`config.mk`:
```
export PLATFORM = sky130hd
export DESIGN_NAME = spi1_cmd_target
export DESIGN_NICKNAME = d
export VERILOG_FILES = /design/src/rtl/spi1_cmd_target.sv
export SDC_FILE = /design/constraint.sdc
export NUM_CORES = 1
export LEC_CHECK = 0
export CAP_MARGIN = 25
export CORE_AREA = 10 10 77 79
export DETAILED_ROUTE_END_ITERATION = 12
export DIE_AREA = 0 0 87 89
export DONT_BUFFER_PORTS = 1
export PLACE_DENSITY_LB_ADDON = 0.1
export SYNTH_ARGS = -nofsm -noshare
export SYNTH_HDL_FRONTEND = slang
export SYNTH_SLANG_ARGS = --single-unit
export TNS_END_PERCENT = 100
```
`constraint.sdc`:
```
create_clock -name clk16_i -period 1.87 [get_ports clk16_i]
set_input_delay 0.374 -clock clk16_i [delete_from_list [all_inputs] [get_ports clk16_i]]
set_output_delay 0.374 -clock clk16_i [all_outputs]
set_load 0.03 [all_outputs]
```
`src/rtl/spi1_cmd_target.sv`:
```
// SPI1 command target: oversampled SPI frames to single-byte bus requests.
// Optional burst transfers when SPI1_BURST_EN is defined.
module spi1_cmd_target #(
  parameter int SYNC_STAGES = 2,
  parameter int ADDR_WIDTH  = 17
) (
  input  logic                  clk16_i,
  input  logic                  reset_i,
  input  logic                  spi1_sck_i,
  input  logic                  spi1_cs_ni,
  input  logic                  spi1_mcu_tx_i,
  output logic                  spi1_mcu_rx_o,
  output logic                  spi1_mcu_rx_oe,
  output logic                  spi_ready_no,
  output logic                  bus_req_o,
  input  logic                  bus_ack_i,
  output logic [ADDR_WIDTH-1:0] bus_addr_o,
  output logic [7:0]            bus_data_o,
  output logic                  bus_rw_no,
  input  logic [7:0]            bus_data_i
);

  typedef enum logic [2:0] {
    S_IDLE,
    S_CMD,
    S_ADDR_HI,
    S_ADDR_LO,
    S_WR_DATA,
    S_REQ,
    S_RD_OUT,
    S_DRAIN
  } state_t;

  state_t r_state;
  state_t w_state_nx;

  logic [SYNC_STAGES-1:0] r_sck_sync;
  logic [SYNC_STAGES-1:0] r_cs_sync;
  logic [SYNC_STAGES-1:0] r_tx_sync;
  logic                   r_sck_d;
  logic                   r_cs_d;

  logic [2:0]            r_bit_cnt;
  logic [6:0]            r_rx_sh;
  logic [7:0]            r_tx_sh;
  logic [ADDR_WIDTH-1:0] r_addr;
  logic [7:0]            r_wdata;
  logic                  r_rw_n;
  logic                  r_abort;

  logic       w_sck;
  logic       w_cs_n;
  logic       w_mosi;
  logic       w_sck_rise;
  logic       w_sck_fall;
  logic       w_cs_fall;
  logic [7:0] w_byte;
  logic       w_byte_done;
  logic       w_cmd_ok;
  logic       w_rd_load;

  always_ff @(posedge clk16_i or posedge reset_i) begin
    if (reset_i) begin
      r_sck_sync <= '0;
      r_cs_sync  <= '1;
      r_tx_sync  <= '0;
      r_sck_d    <= 1'b0;
      r_cs_d     <= 1'b1;
    end else begin
      r_sck_sync <= {r_sck_sync[SYNC_STAGES-2:0], spi1_sck_i};
      r_cs_sync  <= {r_cs_sync[SYNC_STAGES-2:0], spi1_cs_ni};
      r_tx_sync  <= {r_tx_sync[SYNC_STAGES-2:0], spi1_mcu_tx_i};
      r_sck_d    <= w_sck;
      r_cs_d     <= w_cs_n;
    end
  end

  assign w_sck       = r_sck_sync[SYNC_STAGES-1];
  assign w_cs_n      = r_cs_sync[SYNC_STAGES-1];
  assign w_mosi      = r_tx_sync[SYNC_STAGES-1];
  assign w_sck_rise  = w_sck & ~r_sck_d & ~w_cs_n;
  assign w_sck_fall  = ~w_sck & r_sck_d & ~w_cs_n;
  assign w_cs_fall   = ~w_cs_n & r_cs_d;
  assign w_byte      = {r_rx_sh, w_mosi};
  assign w_byte_done = w_sck_rise & (r_bit_cnt == 3'd7);
  assign w_cmd_ok    = ~w_byte[7];

  // Read data is dropped when the frame was abandoned during the request.
  assign w_rd_load = (r_state == S_REQ) & bus_ack_i & r_rw_n
                   & ~r_abort & ~w_cs_n;

  always_ff @(posedge clk16_i or posedge reset_i) begin
    if (reset_i) begin
      r_state <= S_IDLE;
    end else begin
      r_state <= w_state_nx;
    end
  end

  always_comb begin
    w_state_nx = r_state;
    unique case (r_state)
      S_IDLE: begin
        if (w_cs_fall) w_state_nx = S_CMD;
      end
      S_CMD: begin
        if (w_byte_done)
          w_state_nx = w_cmd_ok ? S_ADDR_HI : S_DRAIN;
      end
      S_ADDR_HI: begin
        if (w_byte_done) w_state_nx = S_ADDR_LO;
      end
      S_ADDR_LO: begin
        if (w_byte_done)
          w_state_nx = r_rw_n ? S_REQ : S_WR_DATA;
      end
      S_WR_DATA: begin
        if (w_byte_done) w_state_nx = S_REQ;
      end
      S_REQ: begin
        if (bus_ack_i) begin
          if (r_abort || w_cs_n)
            w_state_nx = S_IDLE;
          else if (r_rw_n)
            w_state_nx = S_RD_OUT;
          else
`ifdef SPI1_BURST_EN
            w_state_nx = S_WR_DATA;
`else
            w_state_nx = S_DRAIN;
`endif
        end
      end
      S_RD_OUT: begin
        if (w_byte_done)
`ifdef SPI1_BURST_EN
          w_state_nx = S_REQ;
`else
          w_state_nx = S_DRAIN;
`endif
      end
      S_DRAIN: begin
        w_state_nx = S_DRAIN;
      end
      default: begin
        w_state_nx = S_IDLE;
      end
    endcase
    // A pending bus request must always see its acknowledge.
    if (w_cs_n && (r_state != S_REQ))
      w_state_nx = S_IDLE;
  end

  always_ff @(posedge clk16_i or posedge reset_i) begin
    if (reset_i) begin
      r_bit_cnt <= 3'd0;
      r_rx_sh   <= 7'd0;
      r_tx_sh   <= 8'd0;
      r_addr    <= '0;
      r_wdata   <= 8'd0;
      r_rw_n    <= 1'b1;
      r_abort   <= 1'b0;
    end else begin
      if (w_cs_n)
        r_bit_cnt <= 3'd0;
      else if (w_sck_rise)
        r_bit_cnt <= r_bit_cnt + 3'd1;

      if (w_sck_rise)
        r_rx_sh <= w_byte[6:0];

      if (r_state != S_REQ)
        r_abort <= 1'b0;
      else if (w_cs_n)
        r_abort <= 1'b1;

      if (w_byte_done) begin
        if (r_state == S_CMD && w_cmd_ok) begin
          r_rw_n <= w_byte[6];
          r_addr <= ADDR_WIDTH'({w_byte[0], 16'h0000});
        end
        if (r_state == S_ADDR_HI)
          r_addr <= r_addr | ADDR_WIDTH'({w_byte, 8'h00});
        if (r_state == S_ADDR_LO)
          r_addr <= r_addr | ADDR_WIDTH'(w_byte);
        if (r_state == S_WR_DATA)
          r_wdata <= w_byte;
`ifdef SPI1_BURST_EN
        if (r_state == S_RD_OUT)
          r_addr <= r_addr + ADDR_WIDTH'(1);
`endif
      end

`ifdef SPI1_BURST_EN
      if ((r_state == S_REQ) && bus_ack_i && !r_rw_n
          && !r_abort && !w_cs_n)
        r_addr <= r_addr + ADDR_WIDTH'(1);
`endif

      // The fall closing the previous byte (count 0) must not shift.
      if (r_state == S_IDLE && w_cs_fall)
        r_tx_sh <= 8'd0;
      else if (w_rd_load)
        r_tx_sh <= bus_data_i;
      else if ((r_state == S_RD_OUT) && w_sck_fall
               && (r_bit_cnt != 3'd0))
        r_tx_sh <= {r_tx_sh[6:0], 1'b0};
    end
  end

  assign bus_req_o      = (r_state == S_REQ);
  assign spi_ready_no   = (r_state == S_REQ);
  assign bus_addr_o     = r_addr;
  assign bus_data_o     = r_wdata;
  assign bus_rw_no      = r_rw_n;
  assign spi1_mcu_rx_oe = ~w_cs_n;
  assign spi1_mcu_rx_o  = ((r_state == S_RD_OUT) || (r_state == S_REQ))
                        & r_tx_sh[7];

endmodule

```
==> results of run 1 <==
state kept, by name (all words and copies together), names as in the netlist:
name	cells
bus_addr_o	17
r_tx_sync	2
r_state	3
r_bit_cnt	3
r_abort	1
r_cs_sync	2
r_cs_d	1
r_sck_sync	2
bus_data_o	8
r_rx_sh	7
r_sck_d	1
bus_rw_no	1
r_tx_sh	8
cells in the final DEF, fill, tap and decap left out, types with 3 or more instances in the layout:
cell / Yosys / final
mux2_2: 7 / 7
clkbuf_8: 0 / 6
o21ai_1: 7 / 7
mux2i_1: 7 / 7
nor2_1: 29 / 29
a21oi_1: 23 / 22
inv_1: 7 / 6
ha_1: 3 / 3
dfstp_2: 4 / 4
mux2_1: 10 / 10
nand2_1: 13 / 13
buf_4: 1 / 16
dfrtp_1: 52 / 51
o21ai_0: 4 / 4
metal layers:
metal | vias up | part of all wire, %
met5 | - | 0
met4 | 0 | 0.97
met3 | 4 | 7.7
met2 | 33 | 51
met1 | 808 | 41
li1 | 752 | -
worst reg2reg max path, stage by stage (launching register included):
cell and delay (ns):
dfrtp_2 0.45, buf_4 0.16, or2b_1 0.25, or3_4 0.46
mux2_1 0.36
power groups by stage:
stage | Combinational [W] | Sequential, W | Clock (W)
3_3_place_gp | 0.000210 | 0.00139 | 0
6_report | 0.000217 | 0.00137 | 0.000707
5_1_grt | 0.000245 | 0.00139 | 0.000775
4_1_cts | 0.000217 | 0.00137 | 0.000728
3_5_place_dp | 0.000214 | 0.00140 | 0
2_1_floorplan | 0.000166 | 0.00136 | 0
final cells by class:
cell class / instances / area, um2 / share of cell area (%)
Sequential cell: 56 / 1410 / 51.3
Tap cell: 54 / 67.6 / 2.46
Clock inverter: 2 / 17.5 / 0.638
Inverter: 7 / 26.3 / 0.957
Multi-Input combinational cell: 135 / 962 / 35.1
Timing Repair Buffer: 20 / 181 / 6.61
Clock buffer: 6 / 82.6 / 3.01
logic make-up after synthesis:
group           after synthesis  share of synthesized area [%]
buf+inv                      17                           2.90
simple gates                 63                           14.8
xor+xnor                      1                          0.363
mux                          24                           10.8
flops                        56                           58.3
compound gates               44                           11.2
fa+ha+maj                     3                           1.56
worst max path at each step:
stage | from | endpoint | slack, ns | depth (start not counted)
final | r_state[0] | spi1_mcu_rx_o | 0.05 | 4
after global routing | r_state[1] | spi1_mcu_rx_o | -0.003 | 4
after CTS | r_state[1] | spi1_mcu_rx_o | 0.008 | 4
after detailed placement | r_bit_cnt[0] | bus_data_o[5] | -0.08 | 5
after global placement | r_bit_cnt[1] | bus_data_o[4] | -0.008 | 5
after floorplan | r_bit_cnt[0] | bus_data_o[0] | 0.006 | 7
per-stage QoR:
step	power, W	setup TNS (ns)	std cells
2_1_floorplan	0.00153	0	208
3_3_place_gp	0.00160	-0.0552	267
3_5_place_dp	0.00161	-0.375	267
4_1_cts	0.00232	0	278
5_1_grt	0.00241	-0.00264	280
6_report	0.00230	0	280
what timing repair did:
item / CTS / global route
hold endpoints to repair: 18 / 0
gates cloned: 0 / 0
pin swaps: 0 / 2
buffers inserted: 2 / 2
endpoints found under the setup margin: 9 / 13
resized for setup: 2 / 5
hold buffers: 1 / 0
==> parameters.txt, run 1 <==
Parameter                              Value

Run
  Number of maximum-capacitance violations ... 0

Placed design
  Worst slack after detailed placement ... -0.0762 ns
  Cell area reported after detailed placement ... 2570 um2
  DPL Wire Length ... 3.68 mm
  Total of buffers placed on input and output ports ... 0
  RD Place Congestion ... 0.846

Route
  Number of optimization iterations in the first detailed-route pass ... 4
  Detailed-route via count ... 1597
  DRC violations left ... 0
  Total routed wirelength ... 5.06 mm
  First-iteration detailed-routing DRC count ... 104
  Post-DR vias/cell ... 5.70
  Post-route ant nets ... 0
  WL per Instance ... 18.1 um

Global routing
  Total grt overflow ... 0
  Layer with the highest usage ... met2
  Vias in the first global route ... 1617
  Global routing met2 resource utilization ... 22.7%
  Maximum number of pins on one net before global-route repair ... 36
  Number of antenna violations at the first check in global routing ... 0
  Overall global routing resource usage ... 13.5%
  Met3 routing resource usage after global routing ... 5.47%
  Wire length of the first global-routing pass ... 8.29 mm
  Met1 track demand over resource in global routing ... 15.3%

Synth
  Biggest area consumer among synthesized cells ... dfrtp_1
  Post-synth top flop ... dfrtp_1
  Dominant cells by area after synthesis ... dfrtp_1 (54%), a21oi_1 (4.8%), mux2_1 (4.7%)
  Area share of the largest cell type after synthesis ... 53.9%
  Post-synthesis register bit count ... 56
  Most frequent cell after synthesis ... dfrtp_1
  Synth cell count leaders ... dfrtp_1 (52), nor2_1 (29), a21oi_1 (23)
  Gate count of the mapped netlist ... 208
  Warnings, synthesis ... 0
  Area of the mapped netlist ... 2410 um2
  Average size of a mapped cell ... 11.6 um2
  EDFF count, synth ... 0
  Number of nets produced by synthesis ... 225
  Sequential fraction of the synthesis area ... 58.3%
  Library cells used by synthesis ... 41
  Proportion of synthesized flip-flops having asynchronous set or reset ... 100%

Worst setup path
  Highest-delay cell along the critical path ... dfrtp_1
  Arr. time, crit path ... 1.45 ns
  Critical path cell sequence ... buf_4 > nand2b_2 > a21oi_2 > buf_6
  Worst reg2reg startpoint ... r_state[1]
  Critical path startpoint category ... flip-flop
  Minimum setup slack among reg-to-reg paths ... 0.09 ns
  Top Family by Delay on Critical Path ... flip-flops
  Required time of the critical path ... 1.50 ns
  R2r endpoint ... bus_data_o[5]
  R2R cell count ... 4
  Path type of the worst setup path ... flip-flop to output pin
  Largest incremental delay on the critical path ... 0.39 ns
  Bufs and invs on worst path ... 2
  Largest fanout on the critical path ... 15
  Setup crit end kind ... output pin

Clock network
  Number of buffers added by the clock tree synthesis step ... 5
  H-tree levels ... 2
  CTS tree ... yes
  Clock transition time at the flip-flop clock pins of the worst setup and hold paths ... 0.10 ns
  Clock tree root buffer cell ... clkbuf_8
  Clock buffer depth ... 2
  Clock latency on the worst-skew pair ... 0.31 ns
  Number of clock sinks ... 56

Timing
  Hold Violations, Final ... 0
  Final period utilization ... 97.5%
  Setup violations, final ... 0
  Slew Limit Headroom ... 67.0%
  Post-Route Skew ... 0.00904 ns
  Tightest Pin Transition ... 0.495 ns
  Final Worst Setup Slack ... 0.0461 ns
  Min Hold Slack ... 0.0538 ns
  Final critical delay including setup and external delays ... 1.82 ns
  Number of pins with negative max-slew slack in the final report ... 0
  Fmax achieved ... 0.548 GHz

Power
  Combinational share of power ... 9.5%
  Internal power component ... 0.00170 W
  VDD IR-drop max ... 610 uV
  Power share of the sequential group ... 59.8%
  P_sw ... 0.000593 W
  Leakage power total ... 1.27 nW
  Portion of total power attributed to the clock network ... 30.8%
  Power per cell area ... 836 nW/um2
  Switching part of the total power ... 25.8%

Run status
  Result of the run ... completed

Final layout
  Number of antenna diodes ... 0
  Share of layout cells above drive strength 1 ... 23.0%
  Area Growth Syn to Fin ... 13.7%
  Number of nets in the layout ... 242
  Final cell utilization of the core ... 60.5%
  Filler cells ... 375
  Non-Filler Cell Area, Final ... 2750 um2

Floorplanning
  FP Rows ... 25
  Core box area ... 4540 um2
  Ports ... 44
  Horizontal die dimension ... 87 um
  DIE AREA ... 7740 um2
  Die Span Y ... 89 um
  Initial standard-cell utilization of the core ... 53.2%

Min path
  WHS Path Cells ... 0
  Hold Startpoint ... spi1_cs_ni
  End point of the worst hold path ... r_cs_sync[0]
  Type of the tightest min-delay check ... primary input to flip-flop
(Power assumes the default switching activity.)
==> run 2: changes to the inputs <==
--- a/config.mk
+++ b/config.mk
@@ -5,11 +5,11 @@
 export SDC_FILE = /design/constraint.sdc
 export NUM_CORES = 1
 export LEC_CHECK = 0
+export BUFFER_PORTS_ARGS = -buffer_cell sky130_fd_sc_hd__buf_4
 export CAP_MARGIN = 25
-export CORE_AREA = 10 10 77 79
+export CORE_AREA = 10 10 85 87
 export DETAILED_ROUTE_END_ITERATION = 12
-export DIE_AREA = 0 0 87 89
-export DONT_BUFFER_PORTS = 1
+export DIE_AREA = 0 0 95 97
 export PLACE_DENSITY_LB_ADDON = 0.1
 export SYNTH_ARGS = -nofsm -noshare
 export SYNTH_HDL_FRONTEND = slang
==> parameters.txt, run 2 (synthesized netlist as in run 1, its figures left out) <==
Parameter                              Value

Run status
  Result of the run ... completed

Power
  Power per cell area ... 744 nW/um2
  Power share of the sequential group ... 61.5%
  VDD IR-drop max ... 515 uV
  Sum of internal, switching and leakage power ... 0.00228 W
  Leakage power total ... 1.48 nW
  Switching part of the total power ... 25.7%
  Internal power component ... 0.00169 W
  Combinational share of power ... 8.4%
  Portion of total power attributed to the clock network ... 30.1%
  P_sw ... 0.000587 W

Run
  Number of maximum-capacitance violations ... 0

Clock network
  Clock buffer depth ... 2
  Clock tree root buffer cell ... clkbuf_8
  Clock transition time at the flip-flop clock pins of the worst setup and hold paths ... 0.10 ns
  Number of clock sinks ... 56
  Clock latency on the worst-skew pair ... 0.30 ns
  Hold-fix buffers at CTS ... 0
  CTS tree ... yes
  Number of buffers added by the clock tree synthesis step ... 5
  H-tree levels ... 2

Timing
  Final Worst Setup Slack ... 0.0861 ns
  Fmax achieved ... 0.561 GHz
  Slew Limit Headroom ... 75.6%
  Hold Violations, Final ... 0
  Final period utilization ... 95.4%
  Post-Route Skew ... 0.00957 ns
  Setup violations, final ... 0
  Tightest Pin Transition ... 0.365 ns
  Number of pins with negative max-slew slack in the final report ... 0
  Final critical delay including setup and external delays ... 1.78 ns

Route
  Post-DR vias/cell ... 4.93
  Post-route ant nets ... 0
  Number of optimization iterations in the first detailed-route pass ... 4
  Total routed wirelength ... 5.23 mm
  Detailed-route via count ... 1671
  DRC violations left ... 0
  WL per Instance ... 15.4 um
  First-iteration detailed-routing DRC count ... 66

Global routing
  Number of antenna violations at the first check in global routing ... 0
  Vias in the first global route ... 1729
  Overall global routing resource usage ... 11.7%
  Maximum number of pins on one net before global-route repair ... 57
  Total grt overflow ... 0
  Wire length of the first global-routing pass ... 8.74 mm

Final layout
  Commonest non-fill, non-tap cell in the layout ... buf_4
  Filler cells ... 491
  Non-Filler Cell Area, Final ... 3070 um2
  Share of layout cells above drive strength 1 ... 34.8%
  Most used cells in the layout excluding fill and tap cells ... buf_4 (57), dfrtp_1 (50), nor2_1 (29)
  Number of flip-flops under the largest register name ... 17
  Number of antenna diodes ... 0
  Number of nets in the layout ... 283
  Area Growth Syn to Fin ... 27.1%
  Non-filler cells in the finished layout ... 339

Worst setup path
  Arr. time, crit path ... 1.41 ns
  Path type of the worst setup path ... flip-flop to output pin
  Critical path startpoint category ... flip-flop
  Required time of the critical path ... 1.50 ns
  Largest fanout on the critical path ... 12
  Setup crit end kind ... output pin

Floorplanning
  Die Span Y ... 97 um
  DIE AREA ... 9220 um2
  Initial standard-cell utilization of the core ... 44.1%
  Horizontal die dimension ... 95 um
  Core box area ... 5470 um2
  Ports ... 44
  FP Rows ... 27

Placed design
  Worst slack after detailed placement ... -0.00248 ns
  DPL Wire Length ... 3.75 mm
  RD Place Congestion ... 0.795
  Cell area reported after detailed placement ... 2910 um2
  Total of buffers placed on input and output ports ... 43
  Number of placed instances with taps included ... 326

Min path
  Type of the tightest min-delay check ... primary input to asynchronous set/reset pin
## run 2: cell type report
class / count / area (um2) / area share, %
flip-flops and latches: 56 / 1410 / 45.9
multi-input cells: 135 / 953 / 31.1
repair buffers: 61 / 490 / 16.0
well taps: 72 / 90.1 / 2.94
clock buffers: 6 / 82.6 / 2.69
inverters: 7 / 26.3 / 0.857
clock inverters: 2 / 15.0 / 0.490
## run 2: metal layers
layer | GRT usage [%] | part of all wire (%) | vias to the layer above
met5 | 0 | 0 | -
met3 | 4.16 | 5.6 | 6
met4 | 3.43 | 1.2 | 0
met1 | 15.6 | 48 | 802
met2 | 17.2 | 46 | 27
li1 | - | - | 836
## run 2: final timing paths
| path | from | slack (ns) | end | cells past startpoint |
|---|---|---|---|---|
| setup / recovery | r_state[0] | 0.09 | spi_ready_no | 4 |
| hold / removal | reset_i | 0.11 | bus_addr_o[3] | 3 |
| setup reg to reg | r_bit_cnt[0] | 0.12 | bus_data_o[0] | 5 |
| hold reg to reg | r_sck_sync[0] | 0.36 | r_sck_sync[1] | 0 |
| max in group asynchronous | reset_i | 1.47 | r_cs_sync[1] | 3 |
| min in group clk16_i | spi1_mcu_tx_i | 0.17 | r_tx_sync[0] | 1 |
## run 2: power by group through the flow
stage | Clock, W | Sequential (W) | Combinational (W)
floorplan | 0 | 0.00136 | 0.000166
global placement | 0 | 0.00143 | 0.000186
detailed placement | 0 | 0.00143 | 0.000189
CTS | 0.000713 | 0.00140 | 0.000191
global route | 0.000769 | 0.00142 | 0.000215
finish | 0.000687 | 0.00140 | 0.000192
## run 2: what timing repair did
action,4_1_cts,5_1_grt
resized for setup,3,4
endpoints found under the hold margin,0,0
endpoints found under the setup margin,5,11
pin swaps,0,2
setup buffers,0,5
## run 2: critical path: stages (launching register included)
cell and delay [ns]:
dfrtp_2 0.50, nand3b_1 0.18, buf_4 0.18, inv_1 0.08, buf_4 0.16
## run 2: through the flow
stage | setup TNS, ns | utilization, % | hold WS (ns)
6_report | 0 | 56.0 | 0.111
5_1_grt | -0.00703 | 56.0 | 0.128
4_1_cts | 0 | 55.0 | 0.113
3_5_place_dp | -0.00248 | 53.1 | 0.335
3_3_place_gp | 0 | 53.1 | 0.332
2_1_floorplan | 0 | - | 0.331
